==> config.mk <==
export PLATFORM = sky130hd
export DESIGN_NAME = feedback_pulse_arbiter
export DESIGN_NICKNAME = d
export VERILOG_FILES = /design/src/rtl/feedback_arbiter_pkg.sv /design/src/rtl/rr_priority_picker.sv /design/src/rtl/feedback_pulse_arbiter.sv
export SDC_FILE = /design/constraint.sdc
export NUM_CORES = 1
export LEC_CHECK = 0
export BUFFER_PORTS_ARGS = -buffer_cell sky130_fd_sc_hd__buf_4
export CORE_UTILIZATION = 44
export CTS_CLUSTER_DIAMETER = 150
export DETAILED_ROUTE_END_ITERATION = 8
export PLACE_DENSITY = 0.78
export SLEW_MARGIN = 10
export SYNTH_ARGS = -nofsm -noshare
export SYNTH_HDL_FRONTEND = slang
export SYNTH_HIERARCHICAL = 1
export SYNTH_SLANG_ARGS = --single-unit
export TNS_END_PERCENT = 20
==> constraint.sdc <==
create_clock -name clk -period 7.8 [get_ports clk]
set_input_delay 0 -clock clk [delete_from_list [all_inputs] [get_ports clk]]
set_output_delay 0 -clock clk [all_outputs]
set_load 0.01 [all_outputs]
==> src/rtl/feedback_arbiter_pkg.sv <==
// Shared types and sizing helpers for the feedback pulse arbiter.
package feedback_arbiter_pkg;

  typedef enum logic [1:0] {
    ST_IDLE     = 2'd0,
    ST_ACTIVE   = 2'd1,
    ST_COOLDOWN = 2'd2
  } arb_state_t;

  localparam int OVERRUN_W = 16;

  // Counter width able to hold every value 0..max_cycles.
  function automatic int cycle_width(input longint unsigned max_cycles);
    return $clog2(max_cycles + 64'd1);
  endfunction

endpackage

==> src/rtl/rr_priority_picker.sv <==
// Round-robin search: first set bit of pending, starting just after pointer.
module rr_priority_picker #(
  parameter  int N  = 4,
  localparam int IW = $clog2(N)
) (
  input  logic [N-1:0]  pending,
  input  logic [IW-1:0] pointer,
  output logic          found,
  output logic [IW-1:0] index
);

  logic [IW-1:0] cand;

  always_comb begin
    found = 1'b0;
    index = '0;
    cand  = '0;
    for (int k = 1; k <= N; k++) begin
      cand = IW'((int'(pointer) + k) % N);
      if (!found && pending[cand]) begin
        found = 1'b1;
        index = cand;
      end
    end
  end

endmodule

==> src/rtl/feedback_pulse_arbiter.sv <==
// Round-robin arbiter sharing one actuator line between NUM_REQ pulse sources.
module feedback_pulse_arbiter
  import feedback_arbiter_pkg::*;
#(
  parameter  int              NUM_REQ       = 4,
  parameter  int              outputBitSize = 16,
  parameter  longint unsigned maxCycles     = 64'h8000_0000,
  localparam int              CW            = cycle_width(maxCycles),
  localparam int              IW            = $clog2(NUM_REQ)
) (
  input  logic                             clk,
  input  logic                             reset_n,
  input  logic                             enable,
  input  logic [NUM_REQ-1:0]               req,
  input  logic [NUM_REQ*outputBitSize-1:0] reqValue,
  input  logic [CW-1:0]                    pulseCycles,
  input  logic [CW-1:0]                    cooldownCycles,
  input  logic [outputBitSize-1:0]         valueWhenIdle,
  input  logic                             clearOverrun,
  output logic [outputBitSize-1:0]         out,
  output logic [NUM_REQ-1:0]               grant,
  output logic [IW-1:0]                    activeIndex,
  output logic                             busy,
  output logic [NUM_REQ-1:0]               pending,
  output logic [OVERRUN_W-1:0]             overrunCount
);

  arb_state_t                 state, state_d;
  logic [IW-1:0]              ptr;
  logic [CW-1:0]              cnt;
  logic [CW-1:0]              cap_cool;
  logic                       found;
  logic [IW-1:0]              win;
  logic [NUM_REQ-1:0]         win_mask;
  logic                       grant_now;
  logic                       ovr_hit;
  logic [outputBitSize-1:0]   out_d;
  logic [NUM_REQ-1:0]         grant_d;
  logic                       busy_d;

  rr_priority_picker #(.N(NUM_REQ)) u_picker (
    .pending (pending),
    .pointer (ptr),
    .found   (found),
    .index   (win)
  );

  // A source being granted this edge may re-request in the same cycle;
  // that is a fresh request, so it is excluded from the overrun check.
  always_comb begin
    grant_now = enable && (state == ST_IDLE) && found;
    win_mask  = '0;
    if (grant_now) win_mask[win] = 1'b1;
    ovr_hit   = enable && (|(req & pending & ~win_mask));
  end

  always_ff @(posedge clk or negedge reset_n) begin
    if (!reset_n) state <= ST_IDLE;
    else          state <= state_d;
  end

  always_comb begin
    state_d = state;
    case (state)
      ST_IDLE:     if (found) state_d = ST_ACTIVE;
      ST_ACTIVE:   if (cnt == '0) state_d = (cap_cool == '0) ? ST_IDLE : ST_COOLDOWN;
      ST_COOLDOWN: if (cnt == '0) state_d = ST_IDLE;
      default:     state_d = ST_IDLE;
    endcase
    if (!enable) state_d = ST_IDLE;
  end

  always_comb begin
    out_d   = valueWhenIdle;
    grant_d = '0;
    if (grant_now) begin
      out_d   = reqValue[int'(win)*outputBitSize +: outputBitSize];
      grant_d = win_mask;
    end else if (state_d == ST_ACTIVE) begin
      out_d   = out;
      grant_d = grant;
    end
    busy_d = (state_d != ST_IDLE);
  end

  // Registered outputs, request latching and pulse/cooldown counting.
  always_ff @(posedge clk or negedge reset_n) begin
    if (!reset_n) begin
      out          <= '0;
      grant        <= '0;
      busy         <= 1'b0;
      activeIndex  <= '0;
      ptr          <= IW'(NUM_REQ - 1);
      pending      <= '0;
      overrunCount <= '0;
      cnt          <= '0;
      cap_cool     <= '0;
    end else begin
      out     <= out_d;
      grant   <= grant_d;
      busy    <= busy_d;
      pending <= enable ? ((pending & ~win_mask) | req) : '0;

      if (clearOverrun)
        overrunCount <= '0;
      else if (ovr_hit && (overrunCount != '1))
        overrunCount <= overrunCount + OVERRUN_W'(1);

      if (!enable) begin
        cnt <= '0;
      end else if (grant_now) begin
        activeIndex <= win;
        ptr         <= win;
        cnt         <= (pulseCycles == '0) ? '0 : pulseCycles - CW'(1);
        cap_cool    <= cooldownCycles;
      end else if ((state == ST_ACTIVE) && (cnt == '0)) begin
        cnt <= (cap_cool == '0) ? '0 : cap_cool - CW'(1);
      end else if (cnt != '0) begin
        cnt <= cnt - CW'(1);
      end
    end
  end

endmodule

==> impl_metrics.yaml <==
clock_tree:
  tritoncts: "done"
  clock_latency_ns: 0.36
  htree_levels: 3
  cts.sinks: 111
  post-cts-setup-buffers: 0
  cts_buffers: 9
  clk_pin_slew_worst_paths_ns: 0.07
  cts_resized: 0
  cts_root_buf: "clkbuf_16"
  clk_path_buf_depth: 2
place:
  hpwl_mm: 15.7
  gp_congestion: 0.866
  port-buffer-count: 194
  placedInstanceArea_um2: 9050
synth:
  netlist_area_um2: 7420
  syn_nets: 1012
  synth_seq_cells: 111
  ys.flop_type: "dfrtp_1"
  ys_async_sr_fraction_pct: 100
  synth_cell_type_count: 65
  postSynthAreaPerCell_um2: 8.69
  yosys_warnings: 6
  seq_area_frac_synth_pct: 37.4
  synth-edff-count: 0
  postSynthCellCount: 854
critical_path:
  crit_type: "reg -> reg"
  critPathLaunchType: "flop"
  path_max_fanout: 17
  path_cells: "inv_1, ha_1, nor4b_1, nand4_2, nor3_4, nor2b_1, buf_4, nand2_1, a221oi_1"
  cp_slowest_cell: "nor3_4"
  slowest_delay_ns: 0.63
  cp.arrival_ns: 3.69
  crit_buf_inv: 2
  cp.required_ns: 8.05
  reg2reg_setup_slack_ns: 4.36
  cpLargestDelayFamily: "simple AND/OR/NAND/NOR gates"
  endpoint_kind: "flop"
drt:
  vias_per_cell: 5.63
  drtPass1Iterations: 5
  wire_per_inst_um: 17.2
  ant_nets: 0
  detail_route.iter0.violations: 544
  drcViolationCount: 0
  vias: 7390
  finalWirelength_mm: 22.6
cells_and_area:
  area_growth_pct: 35.6
  nets: 1246
  drive_gt1_share_pct: 24.5
  num-fill-cells: 1373
  diodes: 0
  fin_area_um2: 10100
die:
  row_count: 47
  core-area_um2: 16500
  io_pins: 195
  die_w_um: 132
  start_util_pct: 44.9
  die-area_um2: 17400
  fp.dieH_um: 132
grt:
  busiest_layer: "met2"
  grtUsageMet3_pct: 4.81
  grt_max_degree: 70
  track_usage_pct: 26.5
  grt_pass1_wl_mm: 37.0
  grt_antenna_before_repair: 0
  grt_util_met2_pct: 45.1
  grt.overflow.total: 0
  grt_pass1_vias: 7411
  grt.met1_usage_pct: 34.0
timing:
  tightest_slew_ns: 0.996
  setup_viol: 0
  hold_violations: 0
  final.setup.tns_ns: 0
  holdWs_ns: 0.0191
  rsz0062_at_grt: "no"
  min_period_ns: 3.44
  finalCritPeriodShare_pct: 44.1
  max_clock_freq_mhz: 291
  slew_violations: 0
  slew_headroom_pct: 33.4
  finClkSkew_ns: 0.0138
power_and_ir_drop:
  p_leak_nw: 4.39
  cellPowerDensity_nw_per_um2: 205
  peakVddDrop_mv: 0.136
hold_path:
  hold_class: "in -> reg"
job:
  cap_violations: 0
status:
  status: "finished clean"
synth_stat cells (6+ instances only):
| cell | instances | area share (%) |
|---|---|---|
| o21ai_0 | 44 | 3.0 |
| a211oi_1 | 13 | 1.3 |
| inv_1 | 13 | 0.66 |
| nor4_1 | 35 | 2.9 |
| nand2b_1 | 7 | 0.59 |
| nor2_1 | 52 | 2.6 |
| nand2_1 | 169 | 8.5 |
| mux4_2 | 16 | 4.9 |
| dfrtp_1 | 109 | 37 |
| nor3_1 | 39 | 2.6 |
| xor2_1 | 38 | 4.5 |
| nand4_1 | 12 | 1.0 |
| a221oi_1 | 9 | 1.1 |
| nand3_1 | 19 | 1.3 |
| buf_1 | 6 | 0.30 |
| xnor2_1 | 44 | 5.2 |
| or3_1 | 18 | 1.5 |
| or4_1 | 12 | 1.2 |
| o31ai_1 | 6 | 0.61 |
| clkbuf_1 | 33 | 1.7 |
| a21oi_1 | 50 | 3.4 |
| mux2i_1 | 18 | 2.4 |
| ha_1 | 6 | 1.0 |
state kept, by name, indices dropped and copies added, names as in the netlist:
signal	flops
pending	4
overrunCount	16
ptr	2
cnt	32
cap_cool	32
busy	1
activeIndex	2
state	2
grant	4
out	16
worst reg2reg max path: stages, from the launching register on:
cell and delay [ns]:
dfrtp_1 0.42, inv_1 0.07, ha_1 0.20, nor4b_1 0.48, nand4_2 0.34, nor3_4 0.63, nor2b_1 0.58, buf_4 0.28
nand2_1 0.06, a221oi_1 0.28
cells by family (layout without fill, tap and decap cells):
logic type,after synthesis,in the layout,share of synthesized area (%)
AO/OA/AOI/OAI,154,154,13.3
XOR/XNOR,83,83,9.89
adder cells (fa/ha/maj),6,6,1.01
buffers and inverters,60,299,3.30
flip-flops,111,111,37.4
multiplexers,34,34,7.28
AND/OR/NAND/NOR,406,406,27.7
repair_timing:
action / CTS / global route
setup endpoints to repair: 0 / 0
hold buffers: 69 / 0
endpoints found under the hold margin: 127 / 0
final cells by class:
type,instances,area (um2),area share (%)
clock buffer,9,225,2.24
clock inverter,7,87.6,0.870
inverter,13,48.8,0.485
multi-input combinational,683,4450,44.2
sequential,111,2780,27.6
tap,220,275,2.73
timing repair buffer,270,2200,21.9
cells in the final DEF (no fill, tap or decap), types with 13 or more instances in the layout:
cell type,instances
a211oi_1,13
a21oi_1,49
buf_4,201
dfrtp_1,109
dlygate4sd3_1,69
inv_1,13
mux2i_1,18
mux4_2,16
nand2_1,169
nand3_1,19
nor2_1,51
nor3_1,39
nor4_1,35
o21ai_0,44
or3_1,18
xnor2_1,44
xor2_1,38
metrics by stage:
step	std cells	setup WS, ns	total power [mW]	util, %
CTS	1313	4.39	2.06	60.8
global route	1313	4.02	2.19	60.9
floorplan	854	5.35	1.27	-
global placement	1228	4.53	1.52	54.8
detailed placement	1228	4.43	1.54	54.8
finish	1313	4.36	2.07	60.9
path summary, 6_finish.rpt:
| path | start | end | depth (start not counted) |
|---|---|---|---|
| min in group asynchronous | reset_n | overrunCount[10] | 2 |
| min | pulseCycles[30] | cnt[30] | 4 |
| max | cnt[1] | cnt[23] | 9 |
| max in group asynchronous | reset_n | cnt[30] | 3 |
| min reg2reg | out[14] | out[14] | 2 |
| max reg2reg | cnt[1] | cnt[23] | 9 |
power by group:
| part | internal (mW) | leakage [nW] | switching, mW |
|---|---|---|---|
| clock network | 0.256 | 0.151 | 0.230 |
| logic | 0.358 | 2.82 | 0.403 |
| registers | 0.688 | 1.42 | 0.130 |
| total | 1.30 | 4.39 | 0.763 |
layer usage:
metal  share of wire, %  vias up  wire (um)
li1                   -     3554          -
met1                 42     3579       9380
met2                 51      223      11500
met3                5.2       34       1190
met4                2.2        0        486
met5                  0        -          0
Power figures use the tool's default switching activity.
